==> src/rtl/pin_ctrl_gen.sv <==
// pin_ctrl_gen
//   Drives NUM_PINS output pins with a square wave at a programmed frequency.
//   The programmed frequency (Hz) is converted to a half-period cycle count by
//   an iterative restoring divider. Frequency and pin mask are double-buffered
//   and only take effect at a period boundary (high->low transition) while
//   running, so the outputs never show a shortened phase. An optional burst
//   mode emits a fixed number of periods and then stops.
//
// Ports
//   sys_clk      in   single clock, rising edge
//   sys_rst      in   synchronous, active-high reset
//   sw_en        in   level: 1 = run, 0 = stop
//   set_fre_en   in   rising edge starts a frequency load from set_fre
//   set_fre      in   requested frequency in Hz (CNT_W bits)
//   set_pins_en  in   rising edge loads set_pins into the pending mask
//   set_pins     in   pin enable mask, 1 = pin toggles
//   burst_mode   in   0 = continuous, 1 = burst (sampled when starting)
//   burst_len    in   periods per burst, 0 behaves as 1 (sampled when starting)
//   pins_out     out  registered pin outputs
//   busy         out  1 while running
//   done         out  one-cycle pulse at the end of a burst
//   cfg_err      out  sticky flag for an unusable set_fre
module pin_ctrl_gen #(
    parameter int NUM_PINS    = 20,
    parameter int CNT_W       = 32,
    parameter int CLK_FREQ_HZ = 50_000_000,
    parameter int DEFAULT_FRE = 1000
) (
    input  logic                sys_clk,
    input  logic                sys_rst,
    input  logic                sw_en,
    input  logic                set_fre_en,
    input  logic [CNT_W-1:0]    set_fre,
    input  logic                set_pins_en,
    input  logic [NUM_PINS-1:0] set_pins,
    input  logic                burst_mode,
    input  logic [15:0]         burst_len,
    output logic [NUM_PINS-1:0] pins_out,
    output logic                busy,
    output logic                done,
    output logic                cfg_err
);

    localparam logic [CNT_W-1:0] HALF_CLK = CNT_W'(CLK_FREQ_HZ / 2);
    localparam logic [CNT_W-1:0] RST_HALF = CNT_W'(CLK_FREQ_HZ / (2 * DEFAULT_FRE));
    localparam int               DC_W     = $clog2(CNT_W + 1);
    localparam logic [CNT_W-1:0] ONE      = CNT_W'(1);

    typedef enum logic {
        IDLE = 1'b0,
        RUN  = 1'b1
    } state_t;

    state_t state;

    // enable edge detection
    logic fre_en_q;
    logic pins_en_q;
    logic fre_rise;
    logic pins_rise;
    logic fre_illegal;

    // divider
    logic             div_busy;
    logic [DC_W-1:0]  div_cnt;
    logic [CNT_W-1:0] div_rem;
    logic [CNT_W-1:0] div_quo;
    logic [CNT_W-1:0] div_dvsr;
    logic [CNT_W:0]   div_shift;
    logic             div_ge;
    logic [CNT_W-1:0] rem_nxt;
    logic [CNT_W-1:0] quo_nxt;

    // pending / active configuration
    logic [CNT_W-1:0]    pend_half;
    logic                pend_half_vld;
    logic [NUM_PINS-1:0] pend_mask;
    logic                pend_mask_vld;
    logic [CNT_W-1:0]    active_half;
    logic [NUM_PINS-1:0] active_mask;
    logic [NUM_PINS-1:0] mask_nxt;

    // run-time counters
    logic [CNT_W-1:0] cnt;
    logic             phase;
    logic [CNT_W-1:0] half_m1;
    logic             phase_end;
    logic             boundary_fall;
    logic             apply_half;
    logic             apply_mask;
    logic             burst_on;
    logic [15:0]      burst_tgt;
    logic [15:0]      burst_cnt;
    logic             rearm_wait;

    assign fre_rise  = set_fre_en & ~fre_en_q;
    assign pins_rise = set_pins_en & ~pins_en_q;

    // q = floor(HALF_CLK / set_fre) is zero exactly when set_fre > HALF_CLK,
    // so both illegal cases are screened before the divider is started.
    assign fre_illegal = (set_fre == '0) || (set_fre > HALF_CLK);

    assign half_m1       = active_half - ONE;
    assign phase_end     = (cnt == half_m1);
    assign boundary_fall = (state == RUN) && phase && phase_end;
    assign apply_half    = pend_half_vld && ((state == IDLE) || boundary_fall);
    assign apply_mask    = pend_mask_vld && ((state == IDLE) || boundary_fall);

    always_comb begin
        div_shift = {div_rem, div_quo[CNT_W-1]};
        div_ge    = (div_shift >= {1'b0, div_dvsr});
        // When div_ge holds the true difference is below div_dvsr, so the
        // low CNT_W bits of the subtraction are exact.
        rem_nxt   = div_ge ? (div_shift[CNT_W-1:0] - div_dvsr) : div_shift[CNT_W-1:0];
        quo_nxt   = {div_quo[CNT_W-2:0], div_ge};
        mask_nxt  = apply_mask ? pend_mask : active_mask;
    end

    always_ff @(posedge sys_clk) begin
        if (sys_rst) begin
            fre_en_q  <= 1'b0;
            pins_en_q <= 1'b0;
        end else begin
            fre_en_q  <= set_fre_en;
            pins_en_q <= set_pins_en;
        end
    end

    // Frequency path: screening, restoring divide, pending half-period.
    // Start edge, CNT_W iteration cycles, then one cycle to publish.
    always_ff @(posedge sys_clk) begin
        if (sys_rst) begin
            div_busy      <= 1'b0;
            div_cnt       <= '0;
            div_rem       <= '0;
            div_quo       <= '0;
            div_dvsr      <= '0;
            pend_half     <= RST_HALF;
            pend_half_vld <= 1'b0;
            cfg_err       <= 1'b0;
        end else begin
            if (apply_half) begin
                pend_half_vld <= 1'b0;
            end
            if (div_busy) begin
                if (div_cnt != '0) begin
                    div_rem <= rem_nxt;
                    div_quo <= quo_nxt;
                    div_cnt <= div_cnt - DC_W'(1);
                end else begin
                    pend_half     <= div_quo;
                    pend_half_vld <= 1'b1;
                    div_busy      <= 1'b0;
                end
            end else if (fre_rise) begin
                if (fre_illegal) begin
                    cfg_err <= 1'b1;
                end else begin
                    cfg_err  <= 1'b0;
                    div_busy <= 1'b1;
                    div_cnt  <= DC_W'(CNT_W);
                    div_rem  <= '0;
                    div_quo  <= HALF_CLK;
                    div_dvsr <= set_fre;
                end
            end
        end
    end

    // Pending mask; a new load in the same cycle as an apply wins.
    always_ff @(posedge sys_clk) begin
        if (sys_rst) begin
            pend_mask     <= '0;
            pend_mask_vld <= 1'b0;
        end else begin
            if (apply_mask) begin
                pend_mask_vld <= 1'b0;
            end
            if (pins_rise) begin
                pend_mask     <= set_pins;
                pend_mask_vld <= 1'b1;
            end
        end
    end

    // state | meaning
    // IDLE  | pins low, waiting for sw_en (and for sw_en to drop after a burst)
    // RUN   | square wave: phase 1 drives active_mask, phase 0 drives zero
    always_ff @(posedge sys_clk) begin
        if (sys_rst) begin
            state       <= IDLE;
            cnt         <= '0;
            phase       <= 1'b0;
            active_half <= RST_HALF;
            active_mask <= '1;
            pins_out    <= '0;
            busy        <= 1'b0;
            done        <= 1'b0;
            burst_on    <= 1'b0;
            burst_tgt   <= 16'd1;
            burst_cnt   <= '0;
            rearm_wait  <= 1'b0;
        end else begin
            done <= 1'b0;
            if (apply_half) begin
                active_half <= pend_half;
            end
            if (apply_mask) begin
                active_mask <= pend_mask;
            end
            case (state)
                IDLE: begin
                    pins_out <= '0;
                    busy     <= 1'b0;
                    if (!sw_en) begin
                        rearm_wait <= 1'b0;
                    end
                    if (sw_en && !rearm_wait) begin
                        state     <= RUN;
                        cnt       <= '0;
                        phase     <= 1'b1;
                        pins_out  <= mask_nxt;
                        busy      <= 1'b1;
                        burst_on  <= burst_mode;
                        burst_tgt <= (burst_len == 16'd0) ? 16'd1 : burst_len;
                        burst_cnt <= '0;
                    end
                end
                RUN: begin
                    if (!sw_en) begin
                        state    <= IDLE;
                        pins_out <= '0;
                        busy     <= 1'b0;
                    end else if (phase_end) begin
                        cnt <= '0;
                        if (phase) begin
                            phase    <= 1'b0;
                            pins_out <= '0;
                            if (burst_on) begin
                                burst_cnt <= burst_cnt + 16'd1;
                            end
                        end else if (burst_on && (burst_cnt == burst_tgt)) begin
                            // last low phase of the burst just completed
                            state      <= IDLE;
                            done       <= 1'b1;
                            busy       <= 1'b0;
                            pins_out   <= '0;
                            rearm_wait <= 1'b1;
                        end else begin
                            phase    <= 1'b1;
                            pins_out <= active_mask;
                        end
                    end else begin
                        cnt <= cnt + ONE;
                    end
                end
                default: state <= IDLE;
            endcase
        end
    end

endmodule

==> config.mk <==
export PLATFORM = sky130hd
export DESIGN_NAME = pin_ctrl_gen
export DESIGN_NICKNAME = d
export VERILOG_FILES = /design/src/rtl/pin_ctrl_gen.sv
export SDC_FILE = /design/constraint.sdc
export NUM_CORES = 1
export LEC_CHECK = 0
export BUFFER_PORTS_ARGS = -buffer_cell sky130_fd_sc_hd__clkbuf_2
export CAP_MARGIN = 5
export CORE_MARGIN = 1
export CORE_UTILIZATION = 35
export CTS_CLUSTER_DIAMETER = 150
export DETAILED_ROUTE_END_ITERATION = 12
export GPL_TIMING_DRIVEN = 1
export SLEW_MARGIN = 20
export SYNTH_ARGS = -nofsm -noshare
export SYNTH_HDL_FRONTEND = slang
export SYNTH_SLANG_ARGS = --single-unit
==> constraint.sdc <==
create_clock -name sys_clk -period 5.2 [get_ports sys_clk]
set_clock_uncertainty 0.1 [all_clocks]
set_input_delay 1.04 -clock sys_clk [delete_from_list [all_inputs] [get_ports sys_clk]]
set_output_delay 1.04 -clock sys_clk [all_outputs]
set_load 0.005 [all_outputs]
==> results of run 1 <==
-- Yosys cell counts, types with 14 or more instances --
library cell	n	area share
nor2_1	168	0.043
xor2_1	53	0.032
clkbuf_1	93	0.024
a22o_1	14	0.0083
a211oi_1	14	0.0071
nor3_1	94	0.032
o21ai_0	65	0.022
nand3_1	51	0.017
ha_1	36	0.031
a21o_1	14	0.0071
xnor2_1	50	0.030
nand2_1	293	0.075
nor2b_1	18	0.0076
mux2i_1	55	0.037
and3_1	16	0.0068
dfxtp_1	302	0.41
nor4_1	27	0.011
a21oi_1	169	0.057
o211ai_1	22	0.011
nand4_1	20	0.0085
inv_1	58	0.015
a221oi_1	22	0.013
or4_1	21	0.011
-- flip-flops by register name, summed over array words and instances, names as in the netlist, 6 cells and up --
name,cells
active_half,32
active_mask,20
burst_cnt,16
burst_tgt,16
cnt,32
div_cnt,6
div_dvsr,32
div_quo,32
div_rem,32
pend_half,32
pend_mask,20
pins_out,20
-- routing by layer --
layer	GRT usage	wire length, microns	vias to the layer above
met3	0.0241	1360	53
met2	0.287	17200	223
met4	0.0610	937	0
met5	0	0	-
li1	-	-	6574
met1	0.232	17900	6032
-- area by class of cell --
cell class                      instances  area, sq um
Tap cell                              532          666
Timing Repair Buffer                  121          674
Fill cell                            4145        24400
Clock inverter                          6         61.3
Sequential cell                       302         6050
Multi-Input combinational cell       1362         8110
Inverter                               59          221
Clock buffer                           53         1050
-- stage by stage --
step	cell area, sq um	instances
5_1_grt	16800	2435
6_report	16800	2435
3_3_place_gp	15700	2376
3_5_place_dp	15700	2376
4_1_cts	16800	2435
2_1_floorplan	14700	1828
-- critical path: stages, from the launching register on --
cell,delay [ns]
dfxtp_1,0.35
inv_1,0.07
ha_1,0.21
or4b_1,0.60
or4_4,0.52
nor4_1,0.39
nor4bb_1,0.42
a2bb2oi_1,0.29
nor4b_4,0.38
a41oi_2,0.53
or4_1,0.66
a21oi_1,0.14
-- power by group through the flow --
stage / Clock, uW / Sequential, uW / Combinational (uW)
3_5_place_dp: 0 / 2450 / 256
5_1_grt: 2520 / 2400 / 284
3_3_place_gp: 0 / 2440 / 253
6_report: 2360 / 2400 / 255
2_1_floorplan: 0 / 2430 / 158
4_1_cts: 2430 / 2400 / 257
-- cells by family (layout without fill, tap and decap cells) --
| group | after synthesis | count (layout) |
|---|---|---|
| buffers and inverters | 164 | 239 |
| adders and majority gates | 37 | 37 |
| AOI/OAI and AO/OA | 393 | 393 |
| DFF | 302 | 302 |
| xor gates and xnor gates | 104 | 104 |
| muxes | 55 | 55 |
| and+or+nand+nor | 773 | 773 |
-- layout by cell type, fill, tap and decap left out, drive strengths merged, types with 7 or more instances in the layout --
master / synthesis / layout
a31oi: 9 / 9
nand2b: 13 / 13
nor2b: 18 / 18
a21oi: 169 / 169
nand4: 20 / 20
o2111ai: 8 / 8
buf: 12 / 26
clkbuf: 93 / 148
nor3: 94 / 94
a221oi: 22 / 22
nand3: 51 / 51
nor2: 168 / 168
a211oi: 14 / 14
inv: 58 / 58
nor4: 29 / 29
o211ai: 22 / 22
nand2: 293 / 293
and3: 16 / 16
a22o: 14 / 14
o21a: 7 / 7
mux2i: 55 / 55
ha: 36 / 36
a32oi: 9 / 9
a21o: 14 / 14
xnor2: 50 / 50
o21ai: 65 / 65
or4: 23 / 23
xor2: 53 / 53
or3: 12 / 12
dfxtp: 302 / 302
-- worst min path at each step --
stage | end | slack, ns
6_report | div_dvsr[29] | 0.34
5_1_grt | div_dvsr[26] | 0.37
4_1_cts | div_dvsr[29] | 0.35
3_5_place_dp | div_dvsr[29] | 0.34
3_3_place_gp | div_dvsr[29] | 0.33
2_1_floorplan | div_dvsr[25] | 0.32
==> metrics.csv, run 1 <==
metric;value;unit
switchingPower;1120;uW
path_class;reg2reg;
clkTransAtPathRegs;0.06;ns
synth_top_family_by_area;simple AND/OR/NAND/NOR gates;
critPathCaptureType;flop;
irDropWorstVdd;163;uV
start_kind;flop;
hp-start;div_dvsr[29];
powerDensity;298;nW/um^2
r2r_slack;0.43;ns
area_growth;14.2;%
synth-seq-area-share;0.411;
finalSetupViolations;0;
synth-edff-count;0;
timing.final.ws_setup;0.434;ns
grt_usage;0.174;
cp.arrival;5.10;ns
h-tree-depth;2;
ctsRootBufferMaster;clkbuf_16;
hpwl;26500;microns
fp.dieW;207;microns
ys_ff_latch;302;
pwr-share-comb;0.051;
die-area;42900;sq um
synth_xor_area_frac;0.0628;
synth-simple-area-share;0.248;
synth_warnings;0;
hold_class;reg2reg;
start_util;0.357;
fin_setup_tns;0;ns
clockBufferDepth;3;
clkPwrFrac;0.471;
whs_path_depth;2;
finish.utilization;0.408;
fin_hold_ws;0.342;ns
fmax;0.210;GHz
gp_congestion;0.913;
switching_share;0.224;
synth-compound-area-share;0.167;
worstReg2RegStart;active_half[0];
vias;12900;
detail_route.vias_per_cell;5.29;
max_slew.worst_pin.slew;1.08;ns
yosysUniqueCellTypes;72;
cp.required;5.54;ns
synth_ff_type;dfxtp_1;
core_area;41200;sq um
cts_buffers;34;
drt-initial-drc-count;751;
rsz0062_at_grt;false;
reg2reg_depth;11;
nets;1991;
worstPathMaxFanout;26;
clock_sinks;302;
status;completed;
die_h;207;microns
cts_setup_buffers;0;
antenna_left;0;
place_ws;0.476;ns
drt-total-wl;37400;microns
cts_tree;done;
ios;97;
antenna_found_initial;0;
post-route-period-util;0.916;
grt_pass1_vias;12300;
grt_max_degree;108;
drt_pass1_iterations;4;
gr-total-overflow;0;
maxCapViolations;0;
cts_resized;0;
syn_nets;1939;
synth_area;14700;sq um
hold_buffers;0;
setup.worst_path.end;burst_cnt[12];
seqPwrFrac;0.478;
cp-startpoint;active_half[0];
clk-insertion-delay-late;0.52;ns
internal-power;3890;uW
synthArstFlopShare;0;
syn_avg_cell_area;8.06;sq um
leakage;0.00665;uW
portBuffers;96;
power;5010;uW
slew_violations;0;
rows;74;
synthCells;1828;
synth.area.mux_share;0.0374;
grt_first_pass_wirelength;62400;microns
routedWlPerCell;15.4;microns
hold_viol;0;
antenna_cells;0;
period_minus_slack;4.77;ns
drc;0;
synth_fa_ha_area_frac;0.0319;
relSlewSlack;0.277;
drive_gt1_frac;0.102;
r2r_end;burst_cnt[12];
Power figures use the tool's default switching activity.
==> inputs of run 2 (changes only) <==
ABC_AREA = 1   (was unset)
CORE_ASPECT_RATIO = 2   (was unset)
==> run 2 against run 1 <==
Compared with the run above: via count grew 19%; critical path type unchanged; largest power group unchanged; total power down 0.64%; combinational power grew 50%; design area grew 6.4%; sequential power barely moved.
==> metrics.csv, run 2 <==
metric;value;unit;change
status;completed;;
hold_class;reg2reg;;
cts_setup_buffers;0;;unchanged
r2r_end;burst_cnt[1];;
clock_sinks;302;;unchanged
die-area;46800;sq um;+9.1%
irDropWorstVdd;239;uV;+46%
fmax;0.256;GHz;+22%
setup.worst_path.end;burst_cnt[1];;
critPathCaptureType;flop;;
relSlewSlack;0.288;;+0.0108
hold_buffers;0;;unchanged
clkTransAtPathRegs;0.07;ns;about the same
leakage;0.00804;uW;+21%
ys_ff_latch;302;;unchanged
synth-edff-count;0;;unchanged
start_util;0.356;;-0.00174
drt-initial-drc-count;616;;-18%
syn_avg_cell_area;6.83;sq um;-15%
yosysTopAreaCell;dfxtp_1;;
maxCapViolations;0;;unchanged
worstPathMaxFanout;39;;+50%
mostFrequentLayoutCells;nand2_1 (460), nor2_1 (325), dfxtp_1 (302), inv_1 (231), a21oi_1 (220);;
die_h;305;microns;+47%
path_class;reg2reg;;
ios;97;;unchanged
area_growth;11.4;%;
synth_area;16100;sq um;+9.0%
ctsRootBufferMaster;clkbuf_16;;
nets;2502;;+26%
detail_route.vias_per_cell;5.15;;-2.6%
routedWlPerCell;15.9;microns;+3.8%
max_slew.worst_pin.slew;1.07;ns;-0.0148 ns
antenna_left;0;;unchanged
portBuffers;96;;unchanged
grt_pass1_vias;15100;;+23%
synth_top_area_frac;0.377;;-0.0340
cp-startpoint;active_half[15];;
antenna_found_initial;1;;+1
drt-total-wl;47400;microns;+27%
synthArstFlopShare;0;;unchanged
clk-insertion-delay-late;0.56;ns;+0.04 ns
gp_congestion;0.961;;+5.3%
multi_input_area;8640;sq um;+6.7%
synthTopCellsByArea;dfxtp_1 (38%), nand2_1 (11%), nor2_1 (7.6%);;
synthCells;2351;;+29%
hold_viol;0;;unchanged
post-route-period-util;0.752;;-0.164
r2r_slack;1.29;ns;+0.85 ns
h-tree-depth;1;;-1
grt_usage;0.202;;+0.0281
cts_tree;done;;
powerDensity;278;nW/um^2;-6.6%
grt_max_degree;99;;-8.3%
yosysUniqueCellTypes;51;;-29%
reg2reg_depth;16;;+5
fp.dieW;153;microns;-26%
gr-total-overflow;0;;unchanged
rows;110;;+49%
drc;0;;unchanged
fin_setup_tns;0;ns;unchanged
drt_pass1_iterations;7;;+3
period_minus_slack;3.91;ns;-0.854 ns
dpl-instance-area;16900;sq um;+7.7%
synth_warnings;0;;unchanged
regArea;6050;sq um;unchanged
cp.required;5.53;ns;about the same
grt_first_pass_wirelength;76300;microns;+22%
synth_most_common_cell;nand2_1;;
drive_gt1_frac;0.0900;;-0.0125
vias;15300;;+19%
cts_resized;0;;unchanged
fillers;4835;;+17%
start_kind;flop;;
antenna_cells;0;;unchanged
cts_buffers;28;;-18%
cp.arrival;4.25;ns;-0.85 ns
rsz0062_at_grt;false;;
worstReg2RegStart;active_half[15];;
slew_violations;0;;unchanged
final_common_cell;nand2_1;;
syn_nets;2462;;+27%
finalSetupViolations;0;;unchanged
core_area;45100;sq um;+9.6%
clockBufferDepth;3;;unchanged
fin_area;17900;sq um;+6.4%
synth-seq-area-share;0.377;;-0.0340
synth_ff_type;dfxtp_1;;
hpwl;35600;microns;+34%
synth_common_cells;nand2_1 (461), nor2_1 (326), dfxtp_1 (302);;
run 2: cell types whose count changed after synthesis, moves of 21 or more:
cell,delta
xnor2_1,-21
o21ai_0,+91
or4_1,-21
mux2i_1,-55
a21oi_1,+51
nand3_1,+84
nand4_1,+23
nor3_1,-47
inv_1,+174
nand2_1,+168
a221oi_1,-21
nor2_1,+158
run 2: cell families after synthesis:
kind of cell,count (synthesis),share of synthesized area
flops,302,0.377
simple gates,1094,0.294
fa+ha+maj,37,0.0293
xor+xnor,92,0.0502
buf+inv,349,0.0856
compound gates,477,0.164
run 2: critical path, stage by stage, from the launching register on:
cell and delay [ns]:
dfxtp_1 0.38, nor2_1 0.27, nand2_1 0.19, nor2_1 0.34, nand2_1 0.15, nor2_1 0.11, nand2_1 0.05, nand2_1 0.12
nand2_1 0.06, nor2_1 0.09, nand2_1 0.09, nor2_2 0.14, nand2_2 0.11, nand2_2 0.63, nand3_2 0.53, o21ai_0 0.33
a21oi_1 0.06
run 2: worst min path at each step:
stage	end	from	cells past startpoint
after floorplan	div_cnt[0]	div_cnt[0]	1
after global placement	div_cnt[0]	div_cnt[0]	1
after detailed placement	pend_half[13]	pend_half[13]	2
after CTS	pend_mask[16]	pend_mask[16]	2
after global routing	div_dvsr[25]	div_dvsr[25]	2
final	pend_mask[4]	pend_mask[4]	2
run 2: area by class of cell:
type,count,area share
flip-flops and latches,302,0.338
inverters,246,0.0518
clock buffers,41,0.0464
well taps,560,0.0392
clock inverters,10,0.00755
multi-input cells,1700,0.483
repair buffers,113,0.0340
run 2: stage by stage:
| stage | power [uW] | setup WS [ns] | hold slack, ns | util | instances |
|---|---|---|---|---|---|
| after floorplan | 2700 | 2.42 | 0.326 | - | 2351 |
| after global routing | 5160 | 0.924 | 0.379 | 0.396 | 2972 |
| final | 4980 | 1.29 | 0.355 | 0.396 | 2972 |
| after CTS | 5050 | 1.32 | 0.356 | 0.396 | 2972 |
| after detailed placement | 2840 | 1.32 | 0.344 | 0.375 | 2921 |
| after global placement | 2840 | 1.28 | 0.339 | 0.375 | 2921 |
run 2: routing by layer:
layer,track usage,up-vias,routed length [microns]
met5,0,-,0
met4,0.126,0,2960
li1,-,7806,-
met3,0.0179,136,1340
met2,0.401,318,26000
met1,0.196,7057,17100
run 2: power breakdown:
part | leakage, uW | internal (uW) | switching, uW | total, uW
sequential | 0.00245 | 2370 | 41.2 | 2410
clock | 0.000480 | 1260 | 930 | 2190
combinational | 0.00511 | 127 | 256 | 383
total | 0.00804 | 3750 | 1230 | 4980
